## src/rtl/mat_mul_pkg.sv

```systemverilog
// mat_mul_pkg: state encoding and adder-tree latency helper shared by the
// mat_mul scheduler and datapath.
package mat_mul_pkg;

   typedef enum logic [2:0] {
      S_IDLE,
      S_CLEAR,
      S_ISSUE,
      S_DRAIN,
      S_DONE
   } state_e;

   // ceil(log2(n)): depth of the datapath adder tree
   function automatic int lat_of(input int n);
      int l;
      l = 0;
      for (int i = 0; i < 31; i++)
         if ((1 << i) < n) l = i + 1;
      return l;
   endfunction

endpackage

```

## src/rtl/mat_mul_sched.sv

```systemverilog
// mat_mul_sched: sequences tile-pair reads from A/B buffers into the mat_mul
// datapath, then waits out the adder-tree latency before signalling done.
module mat_mul_sched
   import mat_mul_pkg::*;
#(
   parameter int N      = 2,
   parameter int ADDR_W = 8,
   parameter int TILE_W = 5
) (
   input  logic              clk,
   input  logic              resetn,
   input  logic              start,
   input  logic [TILE_W-1:0] num_tiles,
   input  logic [ADDR_W-1:0] a_base,
   input  logic [ADDR_W-1:0] b_base,
   input  logic              abort,
   output logic              ready,
   output logic              rd_en,
   input  logic              rd_gnt,
   output logic [ADDR_W-1:0] a_addr,
   output logic [ADDR_W-1:0] b_addr,
   output logic              mm_valid_in,
   output logic              mm_clear,
   output logic              done,
   output logic              err
);

   localparam int LAT  = lat_of(N);
   localparam int CNT_W = $clog2(LAT + 1) + 1;

   state_e              state_q, state_d;
   logic [TILE_W-1:0]   idx_q, idx_d;
   logic [TILE_W-1:0]   nt_q, nt_d;
   logic [ADDR_W-1:0]   a_addr_q, a_addr_d;
   logic [ADDR_W-1:0]   b_addr_q, b_addr_d;
   logic [CNT_W-1:0]    cnt_q, cnt_d;
   logic                ready_q, ready_d;
   logic                rd_en_q, rd_en_d;
   logic                vld_q, vld_d;
   logic                clr_q, clr_d;
   logic                done_q, done_d;
   logic                err_q, err_d;

   always_comb begin
      state_d  = state_q;
      idx_d    = idx_q;
      nt_d     = nt_q;
      a_addr_d = a_addr_q;
      b_addr_d = b_addr_q;
      cnt_d    = cnt_q;
      err_d    = 1'b0;
      vld_d    = rd_en_q & rd_gnt;
      case (state_q)
         S_IDLE:
            if (start) begin
               if (num_tiles != '0) begin
                  state_d  = S_CLEAR;
                  nt_d     = num_tiles;
                  idx_d    = '0;
                  a_addr_d = a_base;
                  b_addr_d = b_base;
               end else begin
                  err_d = 1'b1;
               end
            end
         S_CLEAR: state_d = S_ISSUE;
         S_ISSUE:
            if (rd_gnt) begin
               if (idx_q == nt_q - TILE_W'(1)) begin
                  state_d = S_DRAIN;
                  cnt_d   = CNT_W'(LAT);
               end else begin
                  idx_d    = idx_q + TILE_W'(1);
                  a_addr_d = a_addr_q + ADDR_W'(1);
                  b_addr_d = b_addr_q + ADDR_W'(1);
               end
            end
         // LAT+1 cycles: counter runs LAT down to 0 inclusive
         S_DRAIN: begin
            state_d = (cnt_q == '0) ? S_DONE : S_DRAIN;
            cnt_d   = (cnt_q == '0) ? cnt_q : cnt_q - CNT_W'(1);
         end
         S_DONE: begin
            state_d = S_IDLE;
            idx_d   = '0;
         end
         default: state_d = S_IDLE;
      endcase
      if (abort && state_q != S_IDLE) begin
         state_d = S_IDLE;
         idx_d   = '0;
         vld_d   = 1'b0;
      end
      ready_d = (state_d == S_IDLE);
      rd_en_d = (state_d == S_ISSUE);
      clr_d   = (state_d == S_CLEAR);
      done_d  = (state_d == S_DONE);
   end

   always_ff @(posedge clk or negedge resetn) begin
      if (!resetn) begin
         state_q  <= S_IDLE;
         idx_q    <= '0;
         nt_q     <= '0;
         a_addr_q <= '0;
         b_addr_q <= '0;
         cnt_q    <= '0;
         ready_q  <= 1'b1;
         rd_en_q  <= 1'b0;
         vld_q    <= 1'b0;
         clr_q    <= 1'b0;
         done_q   <= 1'b0;
         err_q    <= 1'b0;
      end else begin
         state_q  <= state_d;
         idx_q    <= idx_d;
         nt_q     <= nt_d;
         a_addr_q <= a_addr_d;
         b_addr_q <= b_addr_d;
         cnt_q    <= cnt_d;
         ready_q  <= ready_d;
         rd_en_q  <= rd_en_d;
         vld_q    <= vld_d;
         clr_q    <= clr_d;
         done_q   <= done_d;
         err_q    <= err_d;
      end
   end

   assign ready       = ready_q;
   assign rd_en       = rd_en_q;
   assign a_addr      = a_addr_q;
   assign b_addr      = b_addr_q;
   assign mm_valid_in = vld_q;
   assign mm_clear    = clr_q;
   assign done        = done_q;
   assign err         = err_q;

endmodule

```

## config.mk

```make
export PLATFORM = sky130hd
export DESIGN_NAME = mat_mul_sched
export DESIGN_NICKNAME = d
export VERILOG_FILES = /design/src/rtl/mat_mul_pkg.sv /design/src/rtl/mat_mul_sched.sv
export SDC_FILE = /design/constraint.sdc
export NUM_CORES = 1
export LEC_CHECK = 0
export ABC_CLOCK_PERIOD_IN_PS = 6000
export CORE_UTILIZATION = 53
export CTS_CLUSTER_SIZE = 30
export DETAILED_ROUTE_END_ITERATION = 12
export DONT_BUFFER_PORTS = 1
export GPL_TIMING_DRIVEN = 0
export PLACE_DENSITY = 0.72
export SLEW_MARGIN = 20
export SYNTH_ARGS = -nofsm -noshare
export SYNTH_HDL_FRONTEND = slang
export SYNTH_SLANG_ARGS = --single-unit
```

## constraint.sdc

```tcl
create_clock -name clk -period 6 [get_ports clk]
set_clock_uncertainty 0.15 [all_clocks]
set_input_delay 0.6 -clock clk [delete_from_list [all_inputs] [get_ports clk]]
set_output_delay 0.6 -clock clk [all_outputs]
set_load 0.01 [all_outputs]
```

==> metrics.cfg, run 1 <==
[routing]
drt-pass1-iter-count=4
antenna_left=0
vias=1760
drc=0
via_per_inst=6.20
totalWireLength_mm=4.74
drt_iter0_markers=144
wl_per_cell_um=16.7

[placed_design]
place_congestion=0.832
dp_hpwl_mm=3.38
io_buffers=0

[synthesis]
async_reset_ff_share_pct=100
syn_inst=226
synth_top_area_share_pct=42.4
synth-seq-cells=37
synthAdderAreaFrac_pct=2.95
synth-edff-count=0
yosys.area_share.simple_pct=24.7
synthXorXnorAreaFrac_pct=3.59
synth_cell_types=55
yosys-top-cells-area=dfrtp_1 (42%), nand2_1 (6.5%), ha_1 (2.9%), o32a_1 (2.8%), nor2_1 (2.5%)
seq_area_frac_synth_pct=43.7
synth_flop_cell=dfrtp_1
synth.largest_area_cell=dfrtp_1
syn_avg_cell_area_sq_um=9.40
muxShareOfSynthArea_pct=2.95
syn_area_sq_um=2120
synth_top_family_by_area=simple AND/OR/NAND/NOR gates
synth_nets=257
synth-compound-area-share_pct=17.7
ys.warnings.count=0

[worst_hold_path]
whs_path_depth=1
hold_end=err
min_from=num_tiles[1]
min_path_type=input port to flop

[cts]
clock-sinks=37
htreeDepth=2
cts_root_buf=clkbuf_8
worstSkewPairLatency_ns=0.29
cts_inserted_buffers=5
cts_setup_buffers=0
path_clk_slew_ns=0.07
clockBufferDepth=2
cts_tree=yes

[critical_path]
slowest_stage=dfrtp_1
max_stage_delay_ns=0.42
worst-setup-path-type=flop to flop
critPathLaunch=nt_q[0]
rr_worst_depth=8
worstPathMaxFanout=10
required_ns=6.05
timing.rr.start=nt_q[0]
cp_cell_sequence=inv_1 > ha_1 > xor3_1 > nor3_1 > nand3_1 > clkbuf_1 > o211ai_1 > a21boi_0
crit_arrival_ns=2.52
critPathTopFamily=compound AO/OA/AOI/OAI gates
reg2reg_to=cnt_q[0]
r2r_slack_ns=3.54
crit_buf_inv=2
cp-start-kind=flop
setup.worst_path.end_class=flop

[cells_and_area]
fill_cells=337
nets=266
layout_common_cells=nand2_1 (37), dfrtp_1 (36), nor2_1 (14)
drive_gt1_share_pct=11.4
area_growth_pct=8.49
diodes=0
final_common_cell=nand2_1

[floorplan]
core_area_sq_um=3740
die_h_um=65.3
rows=22
die-area_sq_um=4260
initial_core_util_pct=56.7
io_pins=48
chipWidth_um=65.3

[power]
peakVddDrop_uv=258
power_mw=1.14
p_per_area_nw_per_um2=493
p_leak_nw=1.00

[sta]
period_minus_slack_ns=2.46
hold_violations=0
max_freq_ghz=0.406
worst_slew_pin_slew_ns=0.496
fin_tns_setup_ns=0
setup_viol_count_final=0
final_max_slew_viol_count=0
relSlewSlack_pct=66.9
finalCritPeriodShare_pct=41.0
rsz0062_at_grt=false

[job]
cap_violations=0

[global_routing]
antenna_found_initial=0
grt_pass1_wl_mm=7.96
grt_pass1_vias=1718
grt_overflow=0
track_usage_pct=24.9
grt_max_degree=38

[run_status]
outcome=finished clean

-- synthesized netlist by cell type, drive strengths merged, types with 6 or more instances --
library cell  instances
a21oi                 6
nor4                  7
inv                  10
buf                   6
nor2                 14
nand3                 9
nor3                  9
dfrtp                36
o21ai                 8
o32a                  6
nand2                38
clkbuf                6
-- registers in the layout, indices dropped and copies added (netlist names) --
register     count
idx_q            5
nt_q             5
mm_valid_in      1
done             1
state_q          3
b_addr           8
rd_en            1
err              1
ready            1
a_addr           8
cnt_q            2
mm_clear         1
-- routing by layer --
layer,vias to the layer above,GRT usage [%],part of all wire (%)
met5,-,0,0
met3,3,6.94,7.3
li1,853,-,-
met1,837,30.9,45
met2,67,40.5,47
met4,0,10.1,0.51
-- final cells by class --
type	count	area [sq um]	area share, %
Buffer	12	55.1	2.39
Clock buffer	8	90.1	3.91
Inverter	10	40.0	1.74
Multi-Input combinational cell	167	1100	47.8
Sequential cell	37	927	40.2
Tap cell	48	60.1	2.61
Timing Repair Buffer	2	30.0	1.30
-- where the power goes --
group | leakage [nW] | internal (mW) | total, mW | switching [mW]
Clock | 0.0455 | 0.0938 | 0.181 | 0.0874
Sequential | 0.452 | 0.346 | 0.473 | 0.128
Combinational | 0.507 | 0.208 | 0.482 | 0.273
Total | 1.00 | 0.648 | 1.14 | 0.488
-- worst max-delay path by stage --
stage | to | depth (start not counted)
floorplan | b_addr[2] | 5
global placement | a_addr[5] | 6
detailed placement | a_addr[5] | 6
CTS | cnt_q[0] | 8
global route | cnt_q[0] | 8
finish | cnt_q[0] | 8
-- cell families after synthesis --
logic type / count (synthesis)
compound gates: 48
xor+xnor: 7
fa+ha+maj: 5
buf+inv: 22
flops: 37
mux: 6
simple gates: 101
-- metrics by stage --
step / cells / setup WS (ns) / hold WS, ns / utilization [%] / cell area [sq um]
6_report: 284 / 3.54 / 0.223 / 61.5 / 2300
5_1_grt: 284 / 3.33 / 0.206 / 61.5 / 2300
4_1_cts: 283 / 3.52 / 0.000410 / 61.3 / 2290
3_5_place_dp: 274 / 3.51 / 0.155 / 58.3 / 2180
3_3_place_gp: 274 / 3.53 / 0.155 / 58.3 / 2180
2_1_floorplan: 226 / 3.71 / 0.154 / - / 2120
-- timing repair --
action                                 4_1_cts  5_1_grt
endpoints found under the hold margin       37        5
hold buffers                                 1        1
resized for setup                            0        0
Note: power is estimated with default switching activity, not from simulation.
==> inputs of run 2 (changes only) <==
--- a/config.mk
+++ b/config.mk
@@ -5,7 +5,8 @@
 export SDC_FILE = /design/constraint.sdc
 export NUM_CORES = 1
 export LEC_CHECK = 0
-export ABC_CLOCK_PERIOD_IN_PS = 6000
+export ABC_AREA = 1
+export ABC_CLOCK_PERIOD_IN_PS = 2600
 export CORE_UTILIZATION = 53
 export CTS_CLUSTER_SIZE = 30
 export DETAILED_ROUTE_END_ITERATION = 12
==> constraint.sdc (replaced) <==
create_clock -name clk -period 2.6 [get_ports clk]
set_clock_uncertainty 0.15 [all_clocks]
set_input_delay 0.26 -clock clk [delete_from_list [all_inputs] [get_ports clk]]
set_output_delay 0.26 -clock clk [all_outputs]
set_load 0.01 [all_outputs]
==> run 2 against run 1 <==
  * Core utilization increased by 1.4 points
  * Maximum frequency increased by 23%
  * Wire length increased by 3.6%
  * Non-clock buffer count increased by 2
  * Synthesized cell count increased by 38%
  * Clock-buffer cell count decreased by 3
  * Global-route usage decreased by 1.5 points
  * Highest routed layer unchanged
==> metrics.cfg, run 2 <==
[routing]
wl_per_cell_um=12.9
via_per_inst=5.27
totalWireLength_mm=4.91
drt-pass1-iter-count=4
vias=1998
drt_iter0_markers=114
antenna_left=0
drc=0

[synthesis]
synth_cell_types=29
yosys.area_share.simple_pct=39.4
synth-compound-area-share_pct=6.34
synthAdderAreaFrac_pct=2.85
syn_avg_cell_area_sq_um=7.05
synth_flop_cell=dfrtp_1
syn_inst=311
yosys-top-cells-count=nand2_1 (115), dfrtp_1 (36), nand3_1 (33)
yosys-top-cells-area=dfrtp_1 (41%), nand2_1 (20%), nand3_1 (7.5%), inv_1 (4.8%), nor2_1 (4.6%)
synth_top_family_by_area=simple AND/OR/NAND/NOR gates
synth.most_common_cell=nand2_1
ys.warnings.count=0
synth_nets=342
async_reset_ff_share_pct=100
syn_area_sq_um=2190
synth-seq-cells=37
synth.largest_area_cell=dfrtp_1
synth-edff-count=0
synthXorXnorAreaFrac_pct=0.799
synth_top_area_share_pct=41.1
seq_area_frac_synth_pct=42.3
muxShareOfSynthArea_pct=1.37

[cells_and_area]
diodes=0
design_area_sq_um=2500
final_common_cell=nand2_1
area_growth_pct=14.0
layout_common_cells=nand2_1 (115), dfrtp_1 (36), nand3_1 (33)
drive_gt1_share_pct=7.29
nets=359

[placed_design]
post-place-ws_ns=0.636
place_congestion=0.815
io_buffers=0
dp_hpwl_mm=3.37
postPlaceCellArea_sq_um=2250

[worst_hold_path]
min_from=b_base[2]
hold_end=b_addr[2]
min_path_type=input port to flop
whs_path_depth=2

[cts]
worstSkewPairLatency_ns=0.30
cts_tree=yes
cts_root_buf=clkbuf_8
path_clk_slew_ns=0.08
clock-sinks=37
cts_inserted_buffers=5
htreeDepth=2
clockBufferDepth=2

[global_routing]
grt_overflow=0
grt_pass1_vias=1763
grt_max_degree=38
antenna_found_initial=0
grt_pass1_wl_mm=7.76
track_usage_pct=23.3

[sta]
setup_ws_ns=0.605
worst_slew_pin_slew_ns=0.564
period_minus_slack_ns=2.00
rsz0062_at_grt=false
final_max_slew_viol_count=0
finalCritPeriodShare_pct=76.7
max_freq_ghz=0.501
relSlewSlack_pct=62.4
fin_tns_setup_ns=0
setup_viol_count_final=0
hold_violations=0

[floorplan]
initial_core_util_pct=55.2
rows=23
die-area_sq_um=4400
core_area_sq_um=3970
die_h_um=66.3
io_pins=48
chipWidth_um=66.3

[critical_path]
rr_worst_depth=14
worst-setup-path-type=flop to flop
r2r_slack_ns=0.60
worstPathMaxFanout=10
timing.rr.start=nt_q[0]
reg2reg_to=a_addr[5]
setup.worst_path.end_class=flop
crit_arrival_ns=2.08
required_ns=2.69
cp-start-kind=flop

[power]
power_mw=3.06
peakVddDrop_uv=525
p_leak_nw=1.30
p_per_area_nw_per_um2=1230

[run_status]
outcome=finished clean

[job]
cap_violations=0

==> run 2: kinds of logic after synthesis <==
family / Yosys count
simple gates: 200
buf+inv: 38
flops: 37
compound gates: 26
fa+ha+maj: 5
mux: 3
xor+xnor: 2
==> run 2: worst max path at each step <==
stage / cells after the start / slack (ns) / startpoint / to
floorplan: 14 / 0.87 / nt_q[0] / b_addr[2]
global placement: 13 / 0.68 / nt_q[0] / a_addr[7]
detailed placement: 14 / 0.64 / nt_q[0] / a_addr[5]
CTS: 14 / 0.59 / nt_q[0] / a_addr[5]
global route: 14 / 0.40 / nt_q[0] / a_addr[5]
finish: 14 / 0.60 / nt_q[0] / a_addr[5]
==> run 2: where the power goes <==
group          total (mW)  internal [mW]  leakage [nW]  switching, mW
sequential           1.13          0.812         0.469          0.320
combinational        1.33          0.497         0.765          0.832
clock               0.600          0.381        0.0681          0.219
total                3.06           1.69          1.30           1.37
==> run 2: through the flow <==
stage / instances / hold WS, ns / utilization [%]
3_5_place_dp: 361 / -0.185 / 56.8
3_3_place_gp: 361 / -0.185 / 56.8
2_1_floorplan: 311 / -0.186 / -
6_report: 379 / 0.00677 / 62.9
4_1_cts: 379 / 0.00330 / 62.9
5_1_grt: 379 / 0.00950 / 62.9
==> run 2: area by class of cell <==
type	count	area (sq um)
Inverter	32	120
Sequential cell	37	927
Buffer	6	32.5
Multi-Input combinational cell	236	1110
Clock buffer	5	68.8
Timing Repair Buffer	10	110
Tap cell	50	62.6
Fill cell	373	1470
Clock inverter	3	65.1
==> run 2: what timing repair did <==
item,4_1_cts,5_1_grt
hold buffers,10,0
endpoints found under the hold margin,47,0
gates resized for setup,0,0
setup buffers,0,0
==> run 2: critical path, cell delays in order (launching register included) <==
cell	delay (ns)
dfrtp_1	0.38
inv_1	0.11
ha_1	0.26
inv_1	0.06
nand2_1	0.04
nand2_1	0.06
nand2_1	0.04
nor2_1	0.07
nand2_1	0.09
nor2_1	0.16
nor2_1	0.10
nand2_2	0.10
buf_4	0.18
nand2_1	0.06
nand2_1	0.07
==> run 2: per-layer routing <==
metal  wire length, um  vias to the layer above  GRT usage, %
li1                  -                     1023             -
met5                 0                        -             0
met3               228                        6          6.03
met1              2250                      931          30.4
met2              2390                       38          38.8
met4                39                        0          5.05
==> inputs of run 3 (changes only) <==
--- a/config.mk
+++ b/config.mk
@@ -5,8 +5,8 @@
 export SDC_FILE = /design/constraint.sdc
 export NUM_CORES = 1
 export LEC_CHECK = 0
-export ABC_AREA = 1
-export ABC_CLOCK_PERIOD_IN_PS = 2600
+export ABC_AREA = 0
+export ABC_CLOCK_PERIOD_IN_PS = 2000
 export CORE_UTILIZATION = 53
 export CTS_CLUSTER_SIZE = 30
 export DETAILED_ROUTE_END_ITERATION = 12
==> constraint.sdc (replaced) <==
create_clock -name clk -period 2 [get_ports clk]
set_clock_uncertainty 0.15 [all_clocks]
set_input_delay 0.2 -clock clk [delete_from_list [all_inputs] [get_ports clk]]
set_output_delay 0.2 -clock clk [all_outputs]
set_load 0.01 [all_outputs]
==> run 3 against run 2 <==
  * Non-clock buffer count rose by 21
  * Critical path depth is 6 lower
  * Sequential share of layout area shrank 3.2 points
  * Clock-buffer cell count grew 2
  * Cell area rose by 9.5%
  * Largest power group unchanged
  * Wire length increased by 15%
  * The run now ends with setup timing left
==> metrics.cfg, run 3 (same netlist as run 1, synthesis figures left out) <==
[sta]
setup_viol_count_final=19
max_freq_ghz=0.463
setup_ws_ns=-0.159
rsz0062_at_grt=true
finalCritPeriodShare_pct=108
hold_violations=0
relSlewSlack_pct=66.9
fin_hold_ws_ns=0.00554
final_max_slew_viol_count=0
worst_slew_pin_slew_ns=0.492
period_minus_slack_ns=2.16

[global_routing]
grt_pass1_wl_mm=8.69
track_usage_pct=27.1
antenna_found_initial=0
grt_pass1_vias=1841
grt_max_degree=38
grt_overflow=0

[routing]
drt-pass1-iter-count=4
antenna_left=0
drt_iter0_markers=84
wl_per_cell_um=18.4
totalWireLength_mm=5.64
via_per_inst=6.15
vias=1881
drc=0

[cells_and_area]
nets=289
layout_common_cells=nand2_1 (36), dfrtp_1 (35), buf_4 (15)
diodes=0
drive_gt1_share_pct=27.5
area_growth_pct=28.8
fill_cells=295
design_area_sq_um=2740
postLayoutCoreUtil_pct=73.1
final_common_cell=nand2_1

[cts]
cts_root_buf=clkbuf_8
cts_tree=yes
htreeDepth=2
clock-sinks=37
clockBufferDepth=2
cts_inserted_buffers=5
worstSkewPairLatency_ns=0.28
path_clk_slew_ns=0.07

[power]
p_leak_nw=1.20
p_per_area_nw_per_um2=1480
peakVddDrop_uv=799

[critical_path]
max_stage_delay_ns=0.42
cp_cell_sequence=inv_2 > ha_4 > nor3b_2 > xnor2_2 > and3_4 > buf_4 > nor4b_1 > o32a_1
slowest_stage=nor4b_1
worst-setup-path-type=flop to flop
crit_arrival_ns=2.24
required_ns=2.08
setup.worst_path.end_class=flop
cp-start-kind=flop
worstPathMaxFanout=3

[floorplan]
die_h_um=65.3
io_pins=48
chipWidth_um=65.3
initial_core_util_pct=56.7
rows=22
die-area_sq_um=4260
core_area_sq_um=3740

[placed_design]
io_buffers=0
place_congestion=0.835
dp_hpwl_mm=3.51
postPlaceCellArea_sq_um=2210
post-place-ws_ns=-0.295

[run_status]
outcome=finished, violations left
violations=setup timing

[job]
cap_violations=0

[worst_hold_path]
min_path_type=input port to flop

## run 3: metrics by stage
step,setup TNS [ns],std cells,power (mW)
final,-1.76,306,4.04
after global routing,-3.23,306,4.30
after CTS,-0.991,298,3.69
after detailed placement,-4.14,274,2.91
after global placement,-3.75,274,2.86
after floorplan,0,226,2.56
## run 3: repair_timing
item                                    4_1_cts  5_1_grt
cloned                                        2        0
hold endpoints to repair                     46        0
buffers inserted                              5        9
hold buffers                                 11        0
pin swaps                                     8       13
resized for setup                            21       27
endpoints found under the setup margin       22       25
## run 3: final timing paths
| path | depth (start not counted) | start | slack [ns] | end |
|---|---|---|---|---|
| setup / recovery | 8 | nt_q[1] | -0.16 | a_addr[6] |
| hold / removal | 3 | a_base[1] | 0.006 | a_addr[1] |
| setup reg to reg | 8 | nt_q[1] | -0.16 | a_addr[6] |
| hold reg to reg | 1 | cnt_q[0] | 0.30 | cnt_q[0] |
| max in group asynchronous | 2 | resetn | 1.19 | ready |
| min in group asynchronous | 2 | resetn | 0.26 | state_q[0] |
## run 3: cell type report
cell class	count	area, sq um	area share [%]
Tap cell	48	60.1	2.20
Buffer	11	78.8	2.88
Sequential cell	37	928	33.9
Timing Repair Buffer	26	236	8.65
Inverter	10	40.0	1.46
Clock buffer	7	86.3	3.16
Multi-Input combinational cell	167	1310	47.7
## run 3: worst max-delay path, delay by kind of cell (launching register included)
family	cells	cell delay, ns
AND/OR/NAND/NOR	3	0.85
flip-flops	1	0.40
buffers and inverters	2	0.24
AO/OA/AOI/OAI	1	0.20
XOR/XNOR	1	0.14
adder cells (fa/ha/maj)	1	0.13
## run 3: power by group
part | switching (mW) | internal (mW) | total (mW)
registers | 0.419 | 1.04 | 1.46
clock network | 0.256 | 0.274 | 0.530
logic | 1.10 | 0.955 | 2.06
## run 3: per-layer routing
metal,vias up,routed length (um),global-route usage [%]
li1,903,-,-
met1,912,2340,32.7
met2,62,2930,46.8
met3,4,332,8.16
met4,0,34,6.79
met5,-,0,0
